$ cat config.mk
export PLATFORM = sky130hd
export DESIGN_NAME = mips_reg_file_flat
export DESIGN_NICKNAME = d
export VERILOG_FILES = /design/src/rtl/mips_reg_file_if.sv /design/src/rtl/mips_reg_file.sv /design/src/flat_wrapper.sv
export SDC_FILE = /design/constraint.sdc
export NUM_CORES = 2
export LEC_CHECK = 0
export ABC_AREA = 1
export BUFFER_PORTS_ARGS = -buffer_cell sky130_fd_sc_hd__buf_2
export CORE_MARGIN = 3
export CORE_UTILIZATION = 45
export CTS_CLUSTER_DIAMETER = 100
export DETAILED_ROUTE_END_ITERATION = 10
export SLEW_MARGIN = 15
export SYNTH_ARGS = -nofsm -noshare
export SYNTH_HDL_FRONTEND = slang
export SYNTH_SLANG_ARGS = --single-unit
$ cat constraint.sdc
create_clock -name clk -period 36.7 [get_ports clk]
set_clock_uncertainty 0.1 [all_clocks]
set_input_delay 1.835 -clock clk [delete_from_list [all_inputs] [get_ports clk]]
set_output_delay 1.835 -clock clk [all_outputs]
set_load 0.03 [all_outputs]
$ cat src/rtl/mips_reg_file_if.sv
// Register-file access bundle: one write port and two read ports.
// The master (decode / write-back side) drives indices and data; the file answers on ReadData1/2.
interface mips_reg_file_if #(
    parameter int unsigned DATA_W = 32,
    parameter int unsigned ADDR_W = 5
);
    logic              RegWrite;
    logic [ADDR_W-1:0] WriteReg;
    logic [DATA_W-1:0] WriteData;
    logic [ADDR_W-1:0] ReadReg1;
    logic [ADDR_W-1:0] ReadReg2;
    logic [DATA_W-1:0] ReadData1;
    logic [DATA_W-1:0] ReadData2;

    modport master (
        output RegWrite, WriteReg, WriteData, ReadReg1, ReadReg2,
        input  ReadData1, ReadData2
    );

    modport slave (
        input  RegWrite, WriteReg, WriteData, ReadReg1, ReadReg2,
        output ReadData1, ReadData2
    );
endinterface

$ cat src/rtl/mips_reg_file.sv
// MIPS register file: two combinational read ports, one synchronous write port, r0 tied to zero,
// optional same-cycle write-to-read bypass and asynchronous active-high clear.
module mips_reg_file #(
    parameter int unsigned DATA_W = 32,
    parameter int unsigned ADDR_W = 5,
    parameter int unsigned BYPASS = 1
) (
    input logic            clk,
    input logic            rst,
    mips_reg_file_if.slave bus
);
    localparam int unsigned DEPTH = 2 ** ADDR_W;

    logic [DATA_W-1:0] regs_q [DEPTH];
    logic              wr_en;
    logic              byp_en;

    // Writes to r0 are dropped here so r0 storage stays at its reset value of zero.
    assign wr_en  = bus.RegWrite && (bus.WriteReg != '0);
    assign byp_en = (BYPASS != 0) && wr_en && !rst;

    always_ff @(posedge clk or posedge rst) begin
        if (rst) begin
            for (int i = 0; i < DEPTH; i++) begin
                regs_q[i] <= '0;
            end
        end else if (wr_en) begin
            regs_q[bus.WriteReg] <= bus.WriteData;
        end
    end

    function automatic logic [DATA_W-1:0] read_port(input logic [ADDR_W-1:0] addr);
        logic [DATA_W-1:0] val;
        val = '0;
        if (!rst && addr != '0) begin
            val = regs_q[addr];
            if (byp_en && bus.WriteReg == addr) begin
                val = bus.WriteData;
            end
        end
        return val;
    endfunction

    always_comb begin
        bus.ReadData1 = read_port(bus.ReadReg1);
        bus.ReadData2 = read_port(bus.ReadReg2);
    end
endmodule

$ cat src/flat_wrapper.sv
// flat-port wrapper written by rule: the top's interface ports become plain ports
module mips_reg_file_flat 
#(
    parameter int unsigned DATA_W = 32,
    parameter int unsigned ADDR_W = 5,
    parameter int unsigned BYPASS = 1
)
  (clk, rst, bus_RegWrite, bus_WriteReg, bus_WriteData, bus_ReadReg1, bus_ReadReg2, bus_ReadData1, bus_ReadData2);
  mips_reg_file_if #(.DATA_W(DATA_W), .ADDR_W(ADDR_W)) bus_i ();
  input logic clk;
  input logic rst;
  input wire logic [$bits(bus_i.RegWrite)-1:0] bus_RegWrite;
  input wire logic [$bits(bus_i.WriteReg)-1:0] bus_WriteReg;
  input wire logic [$bits(bus_i.WriteData)-1:0] bus_WriteData;
  input wire logic [$bits(bus_i.ReadReg1)-1:0] bus_ReadReg1;
  input wire logic [$bits(bus_i.ReadReg2)-1:0] bus_ReadReg2;
  output wire logic [$bits(bus_i.ReadData1)-1:0] bus_ReadData1;
  output wire logic [$bits(bus_i.ReadData2)-1:0] bus_ReadData2;
  assign bus_i.RegWrite = bus_RegWrite;
  assign bus_i.WriteReg = bus_WriteReg;
  assign bus_i.WriteData = bus_WriteData;
  assign bus_i.ReadReg1 = bus_ReadReg1;
  assign bus_i.ReadReg2 = bus_ReadReg2;
  assign bus_ReadData1 = bus_i.ReadData1;
  assign bus_ReadData2 = bus_i.ReadData2;
  mips_reg_file #(.DATA_W(DATA_W), .ADDR_W(ADDR_W), .BYPASS(BYPASS)) u_core (.clk(clk), .rst(rst), .bus(bus_i));
endmodule
==> Word level (Yosys, flattened, before mapping) <==
Index checks and enable logic that the tools add are counted.
W data, S select, Z words.
{ "totals": {"mem_count": 0, "regBits": 1024, "out_inout_bits": 64, "rom_bits": 0, "in_bits": 50, "latchBits": 0, "mem_bits_rw": 0, "elab_cells": 65} }
{ "classes": {"n_addsub": 0, "n_mux": 13, "div": 0, "bitwise_logic": 3, "multipliers": 0, "n_lt_le_gt_ge": 4, "reduce_logical": 11, "shift": 0, "n_eq_ne": 2} }
{ "op_table": {"columns": ["op", "n"], "rows": [
  ["$bwmux W1024", 1],
  ["$bmux W32 S5", 2],
  ["$mux W32", 9],
  ["$demux W32 S5", 1],
  ["$ge A6 B6 Y1 const B", 3],
  ["$not A5 Y6", 3],
  ["$reduce_bool A5 Y1", 3],
  ["$eq A5 B5 Y1", 2],
  ["$logic_and A1 B1 Y1", 7],
  ["$lt A6 B1 Y1 const B", 1],
  ["$logic_not A1 Y1", 1]
]} }

==> Depth between registers and ports, before layout <==
{ "depth": {"depth_word": 6, "depth_mapped": 13, "ltp_nobuf": 10} }

==> Worst setup path before layout <==
OpenSTA, ideal clock, no wires.
{ "synth_path": {"path_type": "input port to output port", "startpoint": "in rst", "endpoint": "out bus_ReadData1[16]", "arrival_time_ns": 26.035, "path_buffers": 1, "required_ns": 34.765, "slack_ns": 8.730, "stages": 6, "path_cell_list": "inv_1 -> o21ai_0 -> inv_1 -> clkbuf_1 -> o21ai_0 -> a21oi_1"} }
{ "synth_between": {"elab_chain_cells": 5, "elab_cells_between_ends": 6, "classes_between": "mux: 2; reduce/logical: 4"} }
{ "synth_lines": {"columns": ["element", "line_no", "text"], "rows": [
  ["start, declared", "flat_wrapper.sv:11", "input logic rst;"],
  ["$logic_not A1 Y1 *", "mips_reg_file.sv:20, mips_reg_file.sv:35", null],
  ["$logic_and A1 B1 Y1", "mips_reg_file.sv:20", "assign byp_en = (BYPASS != 0) && wr_en && !rst;"],
  ["$logic_and A1 B1 Y1", "mips_reg_file.sv:37", "if (byp_en && bus.WriteReg == addr) begin"],
  ["$mux W32", "mips_reg_file.sv:37", null],
  ["$mux W32 *", "mips_reg_file.sv:35", "if (!rst && addr != '0) begin"],
  ["end, declared", "flat_wrapper.sv:17", "output wire logic [$bits(bus_i.ReadData1)-1:0] bus_ReadData1;"]
]} }
Every way passes the cells marked *; elsewhere a longest branch is shown, timed or not.

==> Worst setup path in the final report <==
{ "layout_path": {"startpoint": "in bus_ReadReg1[0]", "endpoint": "out bus_ReadData1[28]"} }
{ "layout_between": {"elab_chain_cells": 6, "elab_cells_between_ends": 10, "classes_between": "eq/ne: 1; mux: 5; bitwise: 1; reduce/logical: 3"} }
{ "layout_lines": {"columns": ["element", "line_no", "text"], "rows": [
  ["start, declared", "flat_wrapper.sv:15", "input wire logic [$bits(bus_i.ReadReg1)-1:0] bus_ReadReg1;"],
  ["$not A5 Y6 (implied by the code)", "mips_reg_file.sv:36", "val = regs_q[addr];"],
  ["$bmux W32 S5", "mips_reg_file.sv:36", null],
  ["$mux W32 (implied by the code) (2 in series)", "mips_reg_file.sv:36", null],
  ["$mux W32", "mips_reg_file.sv:37", null],
  ["$mux W32 *", "mips_reg_file.sv:35", null]
]} }
Every way passes the cells marked *; elsewhere a longest branch is shown, timed or not. The select of a mux whose other input is x is not followed.

==> flow_metrics.env <==
export IMPL_drt_wirelength_per_cell_um=23.8
export IMPL_cts_sink_count=1024
export IMPL_cp_top_family="buffers and inverters"
export IMPL_grt_pass1_vias=57400
export IMPL_finalCriticalPeriod_ps=8890
export IMPL_rsz0062_at_grt="false"
export IMPL_dieArea_um2=139000
export IMPL_core_um2=132000
export IMPL_initial_utilization_pct=45.7
export IMPL_crit_path_end="bus_ReadData1[28]"
export IMPL_grt_pass1_wl_um=379000
export IMPL_setup_viol=0
export IMPL_cts_tree="yes"
export IMPL_outcome="complete, no violations"
export IMPL_largest_reg_flops=1024
export IMPL_cp_depth=15
export IMPL_gp_congestion=0.884
export IMPL_hold_depth=0
export IMPL_worst_pin_slew_ps=1270
export IMPL_grt_max_degree=205
export IMPL_fp_dieW_um=373
export IMPL_via_count=61900
export IMPL_route_detailed_drc=0
export IMPL_final_cells=10700
export IMPL_cts_buffers_inserted=119
export IMPL_cts_resized=0
export IMPL_layout_commonest_cell="nand2_1"
export IMPL_drv_slew=0
export IMPL_htree_levels=3
export IMPL_synth_net_count=9289
export IMPL_hold_worst_slack_ps=296
export IMPL_critPathMaxFanout=204
export IMPL_dp_hpwl_um=138000
export IMPL_viasPerCell=5.78
export IMPL_groute_usage_overall_pct=35.8
export IMPL_ys_ff_latch=1024
export IMPL_r2r_end="u_core.regs_q[182]"
export IMPL_hold_viol_final=0
export IMPL_post_cts_buffers=0
export IMPL_synth_area_um2=60500
export IMPL_crit_path_end_kind="primary output"
export IMPL_ys_warn_count=0
export IMPL_ir_drop_uv=41.8
export IMPL_hold_buffers=0
export IMPL_max_stage_delay_ps=860
export IMPL_regMostFlops="u_core.regs_q"
export IMPL_path_cells="buf_8 -> inv_8 -> buf_12 -> buf_4 -> buf_4 -> nand2_1 -> nand3_1 -> nand2_1 -> nand2_1 -> nand3_1 -> nand3_1 -> nand3_1 -> nand2_1 -> inv_1 -> buf_2"
export IMPL_ios=114
export IMPL_crit_slowest_cell="buf_4"
export IMPL_startpoint="bus_ReadReg1[0]"
export IMPL_dp_cells=10500
export IMPL_post_route_util_pct=49.5
export IMPL_mostFrequentLayoutCells="nand2_1, o21ai_0, nand3_1"
export IMPL_power_leakage_nw=33.7
export IMPL_root_buffer="clkbuf_16"
export IMPL_antenna_found_initial=29
export IMPL_avgSynthCellArea_um2=6.55
export IMPL_cts_path_max_buffers=3
export IMPL_r2r_slack_ps=35830
export IMPL_yosysSeqAreaShare_pct=42.3
export IMPL_postSynthCellCount=9239
export IMPL_setup_tns_ps=0
export IMPL_synth_cell_types=27
export IMPL_drt_total_wl_um=255000
export IMPL_r2r_start="u_core.regs_q[182]"
export IMPL_worstPathArrival_ps=6960
export IMPL_dr_pass1_iters=7
export IMPL_fmax_mhz=112
export IMPL_ant_nets=0
export IMPL_period_share_pct=24.2
export IMPL_die_height_um=373
export IMPL_reg_top3="u_core.regs_q x1024"
export IMPL_critPathKind="input pin to primary output"
export IMPL_cap_viol_max_count=0
export IMPL_min_delay_path_class="register to register"
export IMPL_crit_buf_inv=7
export IMPL_area_delta_synth_final_pct=8.36
export IMPL_clk_pin_slew_ps=60
export IMPL_r2r_cells=2
export IMPL_nNetsFinal=8903
export IMPL_insertion_delay_ps=750
export IMPL_startpoint_type="input pin"
export IMPL_io_buffers=113
export IMPL_cp_required_ps=34760
export IMPL_relSlewSlack_pct=15.3
export IMPL_initialDrtViolationCount=9117
export IMPL_grt_ovfl_total=0
export IMPL_p_per_area_nw_per_um2=53.9
export IMPL_drive_above_1_share_pct=5.97
export IMPL_num_rows=133
==> worst min path at each step <==
stage	startpoint	endpoint	slack [ps]
after floorplan	u_core.regs_q[1008]	u_core.regs_q[1008]	340
after global placement	u_core.regs_q[1008]	u_core.regs_q[1008]	280
after detailed placement	u_core.regs_q[1021]	u_core.regs_q[1021]	280
after CTS	u_core.regs_q[1008]	u_core.regs_q[1008]	300
after global routing	u_core.regs_q[1008]	u_core.regs_q[1008]	310
final	u_core.regs_q[1023]	u_core.regs_q[1023]	300
==> metrics by stage <==
stage          power [W]  cell area [µm²]  setup slack, ps
2_1_floorplan    0.00201            60500             5920
3_3_place_gp     0.00221            61300            28030
3_5_place_dp     0.00223            61300            28030
4_1_cts          0.00353            65500            28020
5_1_grt          0.00372            65600            27620
6_report         0.00353            65600            27810
==> final cells by class <==
class                           instances  area, µm²
Fill cell                           13600      66900
Antenna cell                            6       15.0
Multi-Input combinational cell       6514      28300
Tap cell                             1755       2200
Timing Repair Buffer                  220       1490
Clock buffer                          175       3530
Sequential cell                      1024      25600
Clock inverter                         47        687
Inverter                              974       3700
==> synth_stat cells <==
master	number	area, µm²
buf_2	225	1130
clkinv_1	2	7.51
or2_0	1	6.26
xor2_1	2	17.5
dfrtp_1	1024	25600
a21oi_1	233	1170
inv_2	13	48.8
clkbuf_1	418	1570
nand2_2	28	175
nor3_2	8	80.1
nor4_4	1	21.3
nand3_1	1143	5720
xnor2_1	6	52.6
nor2_4	4	45.0
o21ai_1	49	245
nor2_1	215	807
nand2_1	3552	13300
inv_1	959	3600
buf_1	75	282
o21ai_0	1195	5980
nor3_4	3	48.8
nor2_2	2	12.5
or2_2	53	332
nand4_1	3	18.8
o211ai_1	15	113
buf_4	9	67.6
a21boi_0	1	7.51
==> kinds of logic (layout without fill, tap and decap cells) <==
logic type      count (synthesis)  after routing  share of synthesized area [%]
simple gates                 5013           5013                           34.0
buf+inv                      1701           1416                           11.1
compound gates               1493           1493                           12.4
flops                        1024           1024                           42.3
xor+xnor                        8              8                          0.116
other cells                     0              6                              0
==> worst reg2reg max path, delay by kind of cell, from the launching register on <==
| kind | cells | cell delay [ps] |
|---|---|---|
| simple gates | 1 | 70 |
| flops | 1 | 400 |
| compound gates | 1 | 120 |
==> where the power goes <==
part / total [W] / switching [W] / internal, W
Clock: 0.00130 / 0.000517 / 0.000782
Combinational: 0.000754 / 0.000510 / 0.000245
Sequential: 0.00148 / 0.000138 / 0.00134
==> metal layers <==
layer | routed length (µm) | track usage, %
met1 | 104000 | 50.1
met4 | 12400 | 15.0
met5 | 144 | 0
met2 | 105000 | 52.2
met3 | 33100 | 9.72
No activity file was read; power rests on OpenSTA's default activity.
